## src/rtl/triangle_height_solver.sv

```systemverilog
// Height = 2*area / base by 11-step restoring division on D = {area_q, area_r[0]}.
// Optional range_err output enabled by TRIANGLE_HEIGHT_RANGE_CHECK_EN.
module triangle_height_solver (
    input  logic        clk,
    input  logic        rst,
    input  logic        start,
    input  logic [9:0]  area_q,
    input  logic [1:0]  area_r,
    input  logic [4:0]  base,
    output logic        ready,
    output logic        done,
    output logic [10:0] height_q,
    output logic [4:0]  height_r,
    output logic        div_zero
`ifdef TRIANGLE_HEIGHT_RANGE_CHECK_EN
    ,
    output logic        range_err
`endif
);

    localparam int unsigned DW = 11;
    localparam int unsigned BW = 5;

    typedef enum logic [1:0] {
        IDLE = 2'd0,
        DIV  = 2'd1,
        DONE = 2'd2
    } state_t;

    state_t          state;
    logic [DW-1:0]   dividend;
    logic [BW-1:0]   divisor;
    logic [BW-1:0]   part;
    logic [DW-2:0]   quo;
    logic [3:0]      cnt;
    logic            zero_pend;

    logic [BW:0]     shifted;
    logic            fits;
    logic [BW-1:0]   rem_next;
    logic [DW-1:0]   quo_next;
    logic            unused_bits;

    assign unused_bits = area_r[1];

    // One restoring-division step; the remainder always stays below the divisor.
    always_comb begin
        shifted  = {part, dividend[cnt]};
        fits     = 1'b0;
        rem_next = shifted[BW-1:0];
        if (shifted >= {1'b0, divisor}) begin
            fits     = 1'b1;
            rem_next = BW'(shifted - {1'b0, divisor});
        end
        quo_next = {quo, fits};
    end

    always_ff @(posedge clk) begin
        if (rst) begin
            state     <= IDLE;
            ready     <= 1'b1;
            done      <= 1'b0;
            height_q  <= '0;
            height_r  <= '0;
            div_zero  <= 1'b0;
            dividend  <= '0;
            divisor   <= '0;
            part      <= '0;
            quo       <= '0;
            cnt       <= '0;
            zero_pend <= 1'b0;
`ifdef TRIANGLE_HEIGHT_RANGE_CHECK_EN
            range_err <= 1'b0;
`endif
        end else begin
            case (state)
                IDLE, DONE: begin
                    if (start) begin
                        dividend  <= {area_q, area_r[0]};
                        divisor   <= base;
                        done      <= 1'b0;
                        div_zero  <= 1'b0;
                        height_q  <= '0;
                        height_r  <= '0;
                        part      <= '0;
                        quo       <= '0;
                        cnt       <= 4'd10;
                        zero_pend <= 1'b0;
`ifdef TRIANGLE_HEIGHT_RANGE_CHECK_EN
                        range_err <= 1'b0;
`endif
                        if (base == 5'd0) begin
                            // Zero divisor: result is published one edge later.
                            state     <= DONE;
                            zero_pend <= 1'b1;
                        end else begin
                            state <= DIV;
                            ready <= 1'b0;
                        end
                    end else if (zero_pend) begin
                        zero_pend <= 1'b0;
                        done      <= 1'b1;
                        height_q  <= 11'h7FF;
                        height_r  <= '0;
                        div_zero  <= 1'b1;
`ifdef TRIANGLE_HEIGHT_RANGE_CHECK_EN
                        range_err <= 1'b1;
`endif
                    end
                end
                DIV: begin
                    part <= rem_next;
                    quo  <= quo_next[DW-2:0];
                    cnt  <= cnt - 4'd1;
                    if (cnt == 4'd0) begin
                        state    <= DONE;
                        ready    <= 1'b1;
                        done     <= 1'b1;
                        height_q <= quo_next;
                        height_r <= rem_next;
`ifdef TRIANGLE_HEIGHT_RANGE_CHECK_EN
                        range_err <= (quo_next > 11'd31) || (rem_next != 5'd0);
`endif
                    end
                end
                default: begin
                    state <= IDLE;
                    ready <= 1'b1;
                end
            endcase
        end
    end

endmodule

```

## config.mk

```make
export PLATFORM = sky130hd
export DESIGN_NAME = triangle_height_solver
export DESIGN_NICKNAME = d
export VERILOG_FILES = /design/src/rtl/triangle_height_solver.sv
export SDC_FILE = /design/constraint.sdc
export NUM_CORES = 1
export LEC_CHECK = 0
export ABC_AREA = 1
export CAP_MARGIN = 20
export CORE_UTILIZATION = 50
export CTS_BUF_LIST = sky130_fd_sc_hd__clkbuf_2 sky130_fd_sc_hd__clkbuf_4 sky130_fd_sc_hd__clkbuf_8
export DETAILED_ROUTE_END_ITERATION = 10
export PLACE_DENSITY = 0.78
export RECOVER_POWER = 25
export SKIP_CTS_REPAIR_TIMING = 1
export SLEW_MARGIN = 10
export SYNTH_ARGS = -nofsm -noshare
export SYNTH_HDL_FRONTEND = slang
export SYNTH_SLANG_ARGS = --single-unit
```

## constraint.sdc

```tcl
create_clock -name clk -period 2.2 [get_ports clk]
set_input_delay 0.22 -clock clk [delete_from_list [all_inputs] [get_ports clk]]
set_output_delay 0.22 -clock clk [all_outputs]
set_load 0.03 [all_outputs]
```

==> results of run 1 <==
routing by layer:
layer,part of all wire (%),vias up
met5,0,-
met4,2.0,0
met3,4.4,13
met2,49,47
met1,45,1067
li1,-,1157
critical path, delay by kind of cell (launching register included):
kind            cells  cell delay, ps
compound gates      2             190
simple gates       11             840
flops               1             360
buf+inv             3             240
fa+ha+maj           2             520
power by group:
part           internal, mW  switching, mW  leakage [nW]  total (mW)
sequential             1.24          0.124         0.470        1.37
clock                 0.488          0.416        0.0980       0.904
combinational         0.735           1.10         0.746        1.84
total                  2.47           1.64          1.31        4.11
cells in the mapped netlist:
cell type,instances,share of area (%)
nand4_1,3,0.78
o2111a_1,1,0.47
xor2_1,1,0.36
a31oi_1,1,0.26
a221oi_1,1,0.36
buf_4,1,0.31
clkbuf_1,8,1.2
nor3_4,1,0.67
fa_1,1,0.83
nor3_1,3,0.62
inv_1,32,5.0
a21oi_1,52,11
inv_2,3,0.47
nand3b_1,2,0.62
or2_0,1,0.26
o21ai_0,33,6.8
a21oi_2,1,0.36
o211ai_1,2,0.62
nor2_1,18,2.8
o21ai_1,1,0.21
buf_2,5,1.0
a211oi_1,1,0.31
nand2_1,65,10
dfxtp_1,57,47
nand3_1,15,3.1
nand2_2,3,0.78
a21oi_4,1,0.67
ha_1,6,3.1
cells by family (layout without fill, tap and decap cells):
logic type,count (synthesis),after routing,synth area share (%)
buf+inv,49,102,8.01
simple gates,111,111,19.7
xor+xnor,1,1,0.362
fa+ha+maj,7,7,3.93
flops,57,57,47.2
compound gates,94,94,20.8
per-stage QoR:
stage / cells / power (mW) / setup TNS [ps]
2_1_floorplan: 319 / 2.42 / 0
3_3_place_gp: 408 / 2.93 / -430
3_5_place_dp: 408 / 2.98 / -1020
4_1_cts: 423 / 3.87 / -1290
5_1_grt: 424 / 4.36 / -1730
6_report: 424 / 4.11 / -50.2
worst paths after layout:
kind / from / endpoint
setup reg to reg: cnt[0] / part[3]
hold / removal: dividend[5] / dividend[5]
hold reg to reg: dividend[5] / dividend[5]
setup / recovery: cnt[0] / part[3]
flip-flops by register name, indices dropped and copies added, names as in the netlist:
signal and cells:
done 1, div_zero 1, zero_pend 1, cnt 4, height_q 11, part 5
ready 1, height_r 5, quo 10, divisor 5, state 2, dividend 11
layout make-up:
cell class	instances	area, sq um	area share [%]
inverters	35	134	4.17
clock inverters	3	15.0	0.468
repair buffers	52	494	15.4
clock buffers	12	165	5.15
multi-input cells	213	1190	37.1
well taps	52	65.1	2.03
flip-flops and latches	57	1150	35.7
layout by cell type, fill, tap and decap left out, types with 7 or more instances in the layout:
cell	Yosys	layout
a21oi_1	52	50
buf_4	1	12
clkbuf_8	0	12
clkdlybuf4s50_1	0	36
dfxtp_1	57	55
inv_1	32	28
nand2_1	65	54
nand2_2	3	12
nand3_1	15	8
nand3_2	0	7
nor2_1	18	16
o21ai_0	33	32
==> report_table.html, run 1 <==
<table>
<tr><th>Metric</th><th>Value</th></tr>
<tr><th colspan="2">Floorplanning</th></tr>
<tr><td>Core footprint</td><td>around 0.0045 sq mm</td></tr>
<tr><td>Starting utilization of the core area</td><td>53.7%</td></tr>
<tr><td>Top-level port count</td><td>39</td></tr>
<tr><td>Overall die area</td><td>between 0.005 and 0.006 sq mm</td></tr>
<tr><td>Horiz. Die Dim</td><td>71.6 um</td></tr>
<tr><td>Die height</td><td>71.6 um</td></tr>
<tr><td>Num rows</td><td>24</td></tr>
<tr><th colspan="2">Place</th></tr>
<tr><td>Placed cell areas</td><td>0.00290 sq mm</td></tr>
<tr><td>Port bufs</td><td>37</td></tr>
<tr><td>Final weighted congestion in routability-driven placement</td><td>approximately 0.85</td></tr>
<tr><td>Post-detailed-placement half-perimeter wirelength</td><td>approximately 3.7 mm</td></tr>
<tr><td>Setup WS pre-CTS</td><td>-166 ps</td></tr>
<tr><th colspan="2">Setup path</th></tr>
<tr><td>WP data arrival</td><td>about 2500 ps</td></tr>
<tr><td>Critical-path cell with the highest stage delay</td><td>fa_2</td></tr>
<tr><td>Category of the most critical setup path</td><td>reg -&gt; reg</td></tr>
<tr><td>Number of cells on the worst reg-to-reg path</td><td>18</td></tr>
<tr><td>Type of element launching the critical path</td><td>register</td></tr>
<tr><td>Critical Path Sink Type</td><td>register</td></tr>
<tr><td>Most common cell type on the critical path</td><td>nand2_2</td></tr>
<tr><td>Worst Path Required</td><td>~2500 ps</td></tr>
<tr><td>Largest driver fanout on the critical path</td><td>6</td></tr>
<tr><td>R2R setup slack</td><td>-30 ps</td></tr>
<tr><td>Max stage delay on crit path</td><td>about 370 ps</td></tr>
<tr><td>Worst path cell trace</td><td>buf_6, nand2_2, nand3_2, nand2_1, nand2_1, nand3_2, inv_2, ha_4, fa_2, inv_2, nand3_2, nand2_2, nand2_2, nand2_4, nand2_2, nand2_2, o21ai_2, a21oi_1</td></tr>
<tr><th colspan="2">Clock network</th></tr>
<tr><td>Clock transition time at the flip-flop clock pins of the worst setup and hold paths</td><td>about 70 ps</td></tr>
<tr><td>Root buffer selected by CTS</td><td>clkbuf_8</td></tr>
<tr><td>Maximum clock path buffer count</td><td>2</td></tr>
<tr><td>Maximum level of the CTS H-tree</td><td>3</td></tr>
<tr><td>Number of clock sinks seen by CTS</td><td>57</td></tr>
<tr><td>TritonCTS Buffers</td><td>9</td></tr>
<tr><td>TritonCTS clock tree</td><td>done</td></tr>
<tr><td>Clock Latency Late Sink</td><td>350 ps</td></tr>
<tr><th colspan="2">Timing</th></tr>
<tr><td>Final Max Slew Viols</td><td>0</td></tr>
<tr><td>Max Freq</td><td>around 450 MHz</td></tr>
<tr><td>Period Utilization, post-route</td><td>101%</td></tr>
<tr><td># setup viols final</td><td>3</td></tr>
<tr><td>Final setup slack of the worst path</td><td>-31.6 ps</td></tr>
<tr><td>Rel. slew slack</td><td>55.0%</td></tr>
<tr><td>Final worst clock skew</td><td>~7.1 ps</td></tr>
<tr><td>Final hold violation count</td><td>0</td></tr>
<tr><td>Transition time at the pin with the least slew margin</td><td>between 600 and 700 ps</td></tr>
<tr><td>Setup repair after global routing missed its margin</td><td>true</td></tr>
<tr><td>Minimum clock period</td><td>~2200 ps</td></tr>
<tr><td>Worst Hold Slack</td><td>454 ps</td></tr>
<tr><th colspan="2">Route</th></tr>
<tr><td>Routed wire length</td><td>approximately 5.7 mm</td></tr>
<tr><td>DRC violations left</td><td>0</td></tr>
<tr><td>Pre-Repair DR Iteration Count</td><td>4</td></tr>
<tr><td>Drt first-iter violations</td><td>around 170</td></tr>
<tr><td>Per-cell via count in the routed design</td><td>about 5.4</td></tr>
<tr><td>Wire per inst</td><td>13.4 um</td></tr>
<tr><td>Antenna Violating Nets Remaining</td><td>0</td></tr>
<tr><td>Routed via count</td><td>between 2000 and 2500</td></tr>
<tr><th colspan="2">Yosys</th></tr>
<tr><td>Cell area after technology mapping</td><td>between 0.002 and 0.0025 sq mm</td></tr>
<tr><td>Number of distinct library cells after synthesis</td><td>28</td></tr>
<tr><td>Share of the yosys chip area belonging to registers</td><td>47.2%</td></tr>
<tr><td>Post-Synthesis Cells</td><td>about 320</td></tr>
<tr><td>Total nets after synthesis</td><td>346</td></tr>
<tr><td>Synthesized area per cell</td><td>about 7.6 sq um</td></tr>
<tr><td>Post-synthesis register bit count</td><td>57</td></tr>
<tr><td>Yosys warning total</td><td>0</td></tr>
<tr><th colspan="2">Power</th></tr>
<tr><td>Worst vdd rail ir drop</td><td>704 uV</td></tr>
<tr><td>Lkg Pwr</td><td>1.31 nW</td></tr>
<tr><td>Pwr dens</td><td>roughly 1300 mW/mm^2</td></tr>
<tr><th colspan="2">Final layout</th></tr>
<tr><td>Antenna diode count</td><td>0</td></tr>
<tr><td>Fill cell instance count of the final layout</td><td>about 360</td></tr>
<tr><td>Growth of design area from synthesis to finish</td><td>32.6%</td></tr>
<tr><td>Share of post-route cells with drive strength above 1</td><td>between 10% and 20%</td></tr>
<tr><td>Post-Route Utilization</td><td>a little under three quarters</td></tr>
<tr><td>Final cell area excluding filler cells</td><td>between 0.003 and 0.004 sq mm</td></tr>
<tr><td>Number of nets at the end of the flow</td><td>395</td></tr>
<tr><th colspan="2">Global routing</th></tr>
<tr><td>Antenna violations before repair</td><td>0</td></tr>
<tr><td>Vias in the first global route</td><td>~2200</td></tr>
<tr><td>Global Route met3 Usage</td><td>between 6 and 7%</td></tr>
<tr><td>GR Util met2</td><td>slightly above 40%</td></tr>
<tr><td>Most used routing layer</td><td>met2</td></tr>
<tr><td>First-pass GRT wire length</td><td>around 9.4 mm</td></tr>
<tr><td>Grt ovf</td><td>0</td></tr>
<tr><td>Total global routing track utilization</td><td>approximately a quarter</td></tr>
<tr><td>Global routing met1 resource utilization</td><td>about 28%</td></tr>
<tr><td>Largest net degree at the start of global routing</td><td>34</td></tr>
<tr><th colspan="2">Outcome</th></tr>
<tr><td>Outcome</td><td>finished with violations</td></tr>
<tr><td>Failing checks</td><td>setup timing</td></tr>
<tr><th colspan="2">Run</th></tr>
<tr><td>Maximum Capacitance Violations</td><td>0</td></tr>
<tr><th colspan="2">Hold path</th></tr>
<tr><td>Depth of the worst hold-timing path</td><td>2</td></tr>
<tr><td>Type of the tightest min-delay check</td><td>reg -&gt; reg</td></tr>
</table>
(Power assumes the default switching activity.)
==> run 2: changes to the inputs <==
--- a/config.mk
+++ b/config.mk
@@ -5,12 +5,10 @@
 export SDC_FILE = /design/constraint.sdc
 export NUM_CORES = 1
 export LEC_CHECK = 0
-export ABC_AREA = 1
-export CAP_MARGIN = 20
-export CORE_UTILIZATION = 50
+export CORE_UTILIZATION = 55
 export CTS_BUF_LIST = sky130_fd_sc_hd__clkbuf_2 sky130_fd_sc_hd__clkbuf_4 sky130_fd_sc_hd__clkbuf_8
 export DETAILED_ROUTE_END_ITERATION = 10
-export PLACE_DENSITY = 0.78
+export PLACE_DENSITY = 0.81
 export RECOVER_POWER = 25
 export SKIP_CTS_REPAIR_TIMING = 1
 export SLEW_MARGIN = 10
==> constraint.sdc (replaced) <==
create_clock -name clk -period 2.5 [get_ports clk]
set_input_delay 0.25 -clock clk [delete_from_list [all_inputs] [get_ports clk]]
set_output_delay 0.25 -clock clk [all_outputs]
set_load 0.03 [all_outputs]
==> run 2 against run 1 <==
The flow still finishes with violations (setup timing). Core utilization increased by 3.6 points. First-iteration DRC count up 8.8%. Via count increased by 2.2%. Sequential power down 26%. Cell count is 4.2% lower. Count of clock-buffer cells in the layout is the same. Clock power up 22%. Register-to-register slack got worse by 80 ps. Flip-flop and latch count did not move. Critical path type unchanged. Largest power group is now clock.
==> report_table.html, run 2 <==
<table>
<tr><th>Metric</th><th>Value</th></tr>
<tr><th colspan="2">Outcome</th></tr>
<tr><td>Outcome</td><td>finished with violations</td></tr>
<tr><td>Failing checks</td><td>setup timing</td></tr>
<tr><th colspan="2">Yosys</th></tr>
<tr><td>Post-synthesis register bit count</td><td>57 (unchanged)</td></tr>
<tr><td>Yosys warning total</td><td>0 (unchanged)</td></tr>
<tr><td>Most area-hungry cell type in the Yosys netlist</td><td>dfxtp_1</td></tr>
<tr><td>Commonest cells in the synthesized netlist</td><td>dfxtp_1 (57), nand2_1 (43), nor2_1 (40), a21oi_1 (28), nor3_1 (23)</td></tr>
<tr><td>Main flop type after synthesis</td><td>dfxtp_1</td></tr>
<tr><td>Cell types occupying the most area after synthesis</td><td>dfxtp_1 (45%), nand2_1 (6.4%), nor2_1 (6.0%)</td></tr>
<tr><td>Share of the yosys chip area belonging to registers</td><td>45.4% (-1.7 points)</td></tr>
<tr><td>Post-Synthesis Cells</td><td>303 (-5.0%)</td></tr>
<tr><td>Synthesized area per cell</td><td>8.29 sq um (+9.3%)</td></tr>
<tr><td>Count of flip-flops with a built-in enable after synthesis</td><td>0 (unchanged)</td></tr>
<tr><td>Total nets after synthesis</td><td>330 (-4.6%)</td></tr>
<tr><td>Number of distinct library cells after synthesis</td><td>45 (+61%)</td></tr>
<tr><td>Portion of synthesized cell area occupied by the leading cell type</td><td>45.4% (-1.7 points)</td></tr>
<tr><td>Async set or reset register ratio after synthesis</td><td>0% (unchanged)</td></tr>
<tr><td>Top-count cell post-synth</td><td>dfxtp_1</td></tr>
<tr><td>Cell area after technology mapping</td><td>0.00251 sq mm (+3.8%)</td></tr>
<tr><th colspan="2">Clock network</th></tr>
<tr><td>Maximum clock path buffer count</td><td>2 (unchanged)</td></tr>
<tr><td>Root buffer selected by CTS</td><td>clkbuf_8</td></tr>
<tr><td>Clock Latency Late Sink</td><td>340 ps (about the same)</td></tr>
<tr><td>Clock transition time at the flip-flop clock pins of the worst setup and hold paths</td><td>70 ps (about the same)</td></tr>
<tr><td>TritonCTS Buffers</td><td>9 (unchanged)</td></tr>
<tr><td>TritonCTS clock tree</td><td>done</td></tr>
<tr><td>Maximum level of the CTS H-tree</td><td>3 (unchanged)</td></tr>
<tr><td>Number of clock sinks seen by CTS</td><td>57 (unchanged)</td></tr>
<tr><th colspan="2">Final layout</th></tr>
<tr><td>Number of nets at the end of the flow</td><td>376 (-4.8%)</td></tr>
<tr><td>Registers with the highest flip-flop counts</td><td>dividend: 11 flops, height_q: 11 flops, quo: 10 flops</td></tr>
<tr><td>Growth of design area from synthesis to finish</td><td>30.7%</td></tr>
<tr><td>FF+latch area</td><td>0.00115 sq mm (unchanged)</td></tr>
<tr><td>Cell Count, Final, Fillers Out</td><td>406 (-4.2%)</td></tr>
<tr><td>Antenna diode count</td><td>0 (unchanged)</td></tr>
<tr><td>Fill cell instance count of the final layout</td><td>320 (-11%)</td></tr>
<tr><td>Commonest non-fill, non-tap cells in the layout</td><td>dfxtp_1 (55), nand2_1 (43), nor2_1 (39)</td></tr>
<tr><td>Multi-input logic area</td><td>0.00128 sq mm (+7.5%)</td></tr>
<tr><td>Share of post-route cells with drive strength above 1</td><td>14.4% (-4.4 points)</td></tr>
<tr><td>Leading cell type in the layout, fill and taps excluded</td><td>dfxtp_1</td></tr>
<tr><th colspan="2">Power</th></tr>
<tr><td>Internal</td><td>1.99 mW (-19%)</td></tr>
<tr><td>Net switching fraction of the power</td><td>28.4% (-12 points)</td></tr>
<tr><td>Seq pwr share</td><td>36.8% (+3.6 points)</td></tr>
<tr><td>Total design power</td><td>2.78 mW (-32%)</td></tr>
<tr><td>Comb pwr share</td><td>23.6% (-21 points)</td></tr>
<tr><td>Pwr dens</td><td>846 mW/mm^2 (-34%)</td></tr>
<tr><td>Lkg Pwr</td><td>1.24 nW (-5.8%)</td></tr>
<tr><td>Switching power</td><td>0.790 mW (-52%)</td></tr>
<tr><td>Worst vdd rail ir drop</td><td>669 uV (-5.0%)</td></tr>
<tr><td>Clock network power share</td><td>39.6% (+18 points)</td></tr>
<tr><th colspan="2">Timing</th></tr>
<tr><td>Period Utilization, post-route</td><td>104% (+2.9 points)</td></tr>
<tr><td>Final setup slack of the worst path</td><td>-108 ps (-76.6 ps)</td></tr>
<tr><td>Transition time at the pin with the least slew margin</td><td>877 ps (+203 ps)</td></tr>
<tr><td>Setup repair after global routing missed its margin</td><td>true</td></tr>
<tr><td>Worst Hold Slack</td><td>453 ps (-0.989 ps)</td></tr>
<tr><td># setup viols final</td><td>11 (+8)</td></tr>
<tr><td>Minimum clock period</td><td>2610 ps (+377 ps)</td></tr>
<tr><td>Final Max Slew Viols</td><td>0 (unchanged)</td></tr>
<tr><td>Final hold violation count</td><td>0 (unchanged)</td></tr>
<tr><td>Final worst clock skew</td><td>4.56 ps (-2.52 ps)</td></tr>
<tr><td>Max Freq</td><td>383 MHz (-14%)</td></tr>
<tr><td>Rel. slew slack</td><td>41.4% (-14 points)</td></tr>
<tr><th colspan="2">Setup path</th></tr>
<tr><td>Cell family with most CP delay</td><td>simple AND/OR/NAND/NOR gates</td></tr>
<tr><td>Buffering stage count on the worst path with inverters included</td><td>1 (-2)</td></tr>
<tr><td>Type of element launching the critical path</td><td>register</td></tr>
<tr><td>Critical-path cell with the highest stage delay</td><td>or4bb_1</td></tr>
<tr><td>Critical Path Sink Type</td><td>register</td></tr>
<tr><td>Category of the most critical setup path</td><td>reg -&gt; reg</td></tr>
<tr><td>Total number of cells along the worst setup path</td><td>10 (-8)</td></tr>
<tr><td>Startpoint of the most critical setup path</td><td>cnt[0]</td></tr>
<tr><td>WP data arrival</td><td>2820 ps (+310 ps)</td></tr>
<tr><td>Origin of the critical flop-to-flop path</td><td>cnt[0]</td></tr>
<tr><td>Largest driver fanout on the critical path</td><td>8 (+2)</td></tr>
<tr><td>Number of cells on the worst reg-to-reg path</td><td>10 (-8)</td></tr>
<tr><td>Worst Path Required</td><td>2710 ps (+230 ps)</td></tr>
<tr><td>Max stage delay on crit path</td><td>500 ps (+130 ps)</td></tr>
<tr><td>Worst path cell trace</td><td>inv_2, a21oi_2, or4bb_1, and2_4, ha_4, fa_2, a211oi_4, or2_4, a211o_1, a311oi_2</td></tr>
<tr><th colspan="2">Route</th></tr>
<tr><td>Wire per inst</td><td>14.7 um (+9.5%)</td></tr>
<tr><td>Per-cell via count in the routed design</td><td>5.75 (+6.7%)</td></tr>
<tr><td>Routed via count</td><td>2334 (+2.2%)</td></tr>
<tr><td>Drt first-iter violations</td><td>186 (+8.8%)</td></tr>
<tr><td>Routed wire length</td><td>5.96 mm (+4.9%)</td></tr>
<tr><td>Antenna Violating Nets Remaining</td><td>0 (unchanged)</td></tr>
<tr><td>DRC violations left</td><td>0 (unchanged)</td></tr>
<tr><td>Pre-Repair DR Iteration Count</td><td>4 (unchanged)</td></tr>
<tr><th colspan="2">Global routing</th></tr>
<tr><td>Global Route met3 Usage</td><td>8.28% (+2.0 points)</td></tr>
<tr><td>Total global routing track utilization</td><td>26.6% (+2.6 points)</td></tr>
<tr><td>Grt ovf</td><td>0 (unchanged)</td></tr>
<tr><td>Largest net degree at the start of global routing</td><td>28 (-18%)</td></tr>
<tr><td>GR Util met2</td><td>42.5% (+1.8 points)</td></tr>
<tr><td>Vias in the first global route</td><td>2210 (+0.27%)</td></tr>
<tr><td>First-pass GRT wire length</td><td>10.1 mm (+7.2%)</td></tr>
<tr><td>Most used routing layer</td><td>met2</td></tr>
<tr><td>Antenna violations before repair</td><td>0 (unchanged)</td></tr>
<tr><td>Global routing met1 resource utilization</td><td>33.3% (+4.9 points)</td></tr>
<tr><th colspan="2">Place</th></tr>
<tr><td>Final weighted congestion in routability-driven placement</td><td>0.937 (+9.9%)</td></tr>
<tr><td>Cell count after placement</td><td>386 (-5.4%)</td></tr>
<tr><td>Post-detailed-placement half-perimeter wirelength</td><td>3.85 mm (+3.1%)</td></tr>
<tr><td>Port bufs</td><td>37 (unchanged)</td></tr>
<tr><th colspan="2">Floorplanning</th></tr>
<tr><td>Overall die area</td><td>0.00484 sq mm (-5.5%)</td></tr>
<tr><td>Starting utilization of the core area</td><td>57.3% (+3.6 points)</td></tr>
<tr><td>Die height</td><td>69.6 um (-2.8%)</td></tr>
<tr><td>Num rows</td><td>24 (unchanged)</td></tr>
<tr><td>Core footprint</td><td>0.00438 sq mm (-2.7%)</td></tr>
<tr><td>Top-level port count</td><td>39 (unchanged)</td></tr>
<tr><td>Horiz. Die Dim</td><td>69.6 um (-2.8%)</td></tr>
<tr><th colspan="2">Run</th></tr>
<tr><td>Maximum Capacitance Violations</td><td>0 (unchanged)</td></tr>
<tr><th colspan="2">Hold path</th></tr>
<tr><td>HP Start</td><td>height_r[2]</td></tr>
<tr><td>Type of the tightest min-delay check</td><td>reg -&gt; reg</td></tr>
<tr><td>Depth of the worst hold-timing path</td><td>2 (unchanged)</td></tr>
</table>
## run 2: cell types whose count changed in the layout (fill, tap and decap cells not counted), sizes merged, moves of 11 or more
cell   before  now
a21oi      54   28
inv        35    9
o21ai      34    9
nand2      68   44
nor2       18   41
nor3        4   23
a22oi       0   11
## run 2: worst reg2reg max path, cell delays in order, from the launching register on
cell,delay [ps]
dfxtp_4,380
inv_2,70
a21oi_2,50
or4bb_1,500
and2_4,190
ha_4,150
fa_2,370
a211oi_4,320
or2_4,220
a211o_1,140
a311oi_2,90
## run 2: per-layer routing
metal	up-vias	share of wire, %
met5	-	0
met4	0	1.2
met3	11	5.9
met2	83	51
met1	1095	42
li1	1145	-
## run 2: final timing paths
path / endpoint / slack [ps]
hold / removal: height_r[2] / 450
hold reg to reg: height_r[2] / 450
setup / recovery: height_r[0] / -110
setup reg to reg: height_r[0] / -110
## run 2: metrics by stage
step	util (%)	cell area (sq um)	TNS [ps]	setup slack (ps)
after floorplan	-	2530	-296	-101
after CTS	73.7	3230	-2260	-262
after global placement	67.8	2970	-851	-137
final	74.9	3280	-709	-108
after global routing	74.9	3280	-1770	-219
after detailed placement	67.8	2970	-1510	-202
## run 2: cells by family (layout without fill, tap and decap cells)
family	after synthesis	after routing	synth area share (%)
and+or+nand+nor	140	140	25.6
AOI/OAI and AO/OA	67	67	17.5
DFF	57	57	45.4
buffers and inverters	29	80	5.13
adders and majority gates	7	7	3.79
muxes	3	3	2.49
## run 2: cell type report
type | count | area share (%)
clock buffers | 12 | 4.84
clock inverters | 4 | 3.01
inverters | 9 | 1.03
multi-input cells | 217 | 38.9
flip-flops and latches | 57 | 34.9
well taps | 52 | 1.98
repair buffers | 55 | 15.3
## run 2: power groups by stage
stage / clock [mW] / combinational, mW / sequential (mW)
floorplan: 0 / 0.375 / 1.08
global placement: 0 / 0.595 / 1.04
detailed placement: 0 / 0.609 / 1.04
CTS: 1.11 / 0.618 / 1.02
global route: 1.15 / 0.715 / 1.03
finish: 1.10 / 0.656 / 1.02
==> patch, RTL diff (config.mk and constraints of run 2) <==
Add a define of `TRIANGLE_HEIGHT_RANGE_CHECK_EN`.
--- a/src/rtl/triangle_height_solver.sv
+++ b/src/rtl/triangle_height_solver.sv
@@ -2,2 +2,4 @@
 // Optional range_err output enabled by TRIANGLE_HEIGHT_RANGE_CHECK_EN.
+`define TRIANGLE_HEIGHT_RANGE_CHECK_EN
+
 module triangle_height_solver (
Function (old outputs only; new: range_err): kept (Yosys induction, for registers that start in step).
==> patch against run 2 <==
The run ends with design-rule violations, negative setup slack left. Power decreased by 11%. Setup slack got worse by 0.21 ns. Routed wire length increased by 0.96%. Synthesized area increased by 3.0%. Utilization decreased by 0.083 points. Design area increased by 1.3%. Sequential share of layout area increased by 0.13 points. Sequential cell count increased by 1. Largest power group is now sequential cells.
==> patch: results (changes against run 2) <==
- Residual DRC: 4 (+4)
- Largest net degree at the start of global routing: 27 (-3.6%)
- Post-synthesis register bit count: 58 (+1.8%)
- Setup TNS: -2.29 ns (-1.58 ns)
- Area share of fa/ha/maj cells after synthesis: 3.68% (-0.11 points)
- Met2 usage: 39.3% (-3.2 points)
- Total track usage: 25.9% (-0.68 points)
- GR Util met1: 35.0% (+1.7 points)
- Data buffer area share: 14.6% (-0.72 points)
- Slew @ Worst Pin: 0.777 ns (-0.100 ns)
- First-pass GRT wire length: 9960 um (-1.2%)
- Cell area after placement: 3080 um2 (+3.6%)
- Post-Syn Nets: 336 (+1.8%)
- Final setup viols: 13 (+2)
- Crit-path slowest cell: mux4_2
- Synth Area in Compound Gates: 24.4% (+6.8 points)
- Seq/Total Area, Yosys: 44.9% (-0.54 points)
- Non-clk invs: 12 (+3)
- Crit path DAT: 3.03 ns (+0.21 ns)
- Post-Route Skew: 0.00678 ns (+0.00221 ns)
- Library cells used by synthesis: 44 (-2.2%)
- Multi-input comb cells: 221 (+1.8%)
- Final core utilization: 74.8% (-0.083 points)
- Vias in the first global route: 2134 (-3.4%)
- Seq. cell area: 1160 um2 (+1.6%)
- P_leak: 1.29 nW (+4.2%)
- Outcome: finished with violations
- Mux cell area share after synthesis: 2.95% (+0.46 points)
- IO Port Bufs: 38 (+2.7%)
- Crit path max-delay family: compound AO/OA/AOI/OAI gates
- Filler cell count: 354 (+11%)
- GR met3 Demand/Resource: 7.55% (-0.74 points)
- Dpl cells: 395 (+2.3%)
- Post-route setup slack: -0.314 ns (-0.206 ns)
- Hold Crit Start: rst
- Failing checks: design-rule violations, negative setup slack
- RePlAce Congestion: 0.830 (-11%)
- VDD IR-drop max: 0.679 mV (+1.6%)
- Met3 routed wirelength: 381 um (+7.6%)
- Hold Path Class: in2reg
-- patch: cell types whose count changed after synthesis, moves of 5 or more --
| cell | before | now |
|---|---|---|
| a21oi_1 | 28 | 38 |
| a22oi_1 | 11 | 16 |
| nand2_1 | 43 | 56 |
| nand3_1 | 8 | 3 |
| nor2_1 | 40 | 35 |
| nor2b_1 | 8 | 1 |
| nor3_1 | 23 | 6 |
| o211ai_1 | 3 | 10 |
-- patch: where the power goes --
| group | internal (mW) | total, mW | switching (mW) |
|---|---|---|---|
| clock network | 0.457 | 0.845 | 0.388 |
| registers | 0.983 | 1.03 | 0.0456 |
| logic | 0.264 | 0.609 | 0.344 |
-- patch: through the flow --
stage          hold slack, ns  worst slack (ns)
6_report                0.337            -0.314
5_1_grt                 0.355            -0.437
3_5_place_dp            0.444            -0.272
4_1_cts                 0.331            -0.293
2_1_floorplan           0.386            -0.199
3_3_place_gp            0.439            -0.225
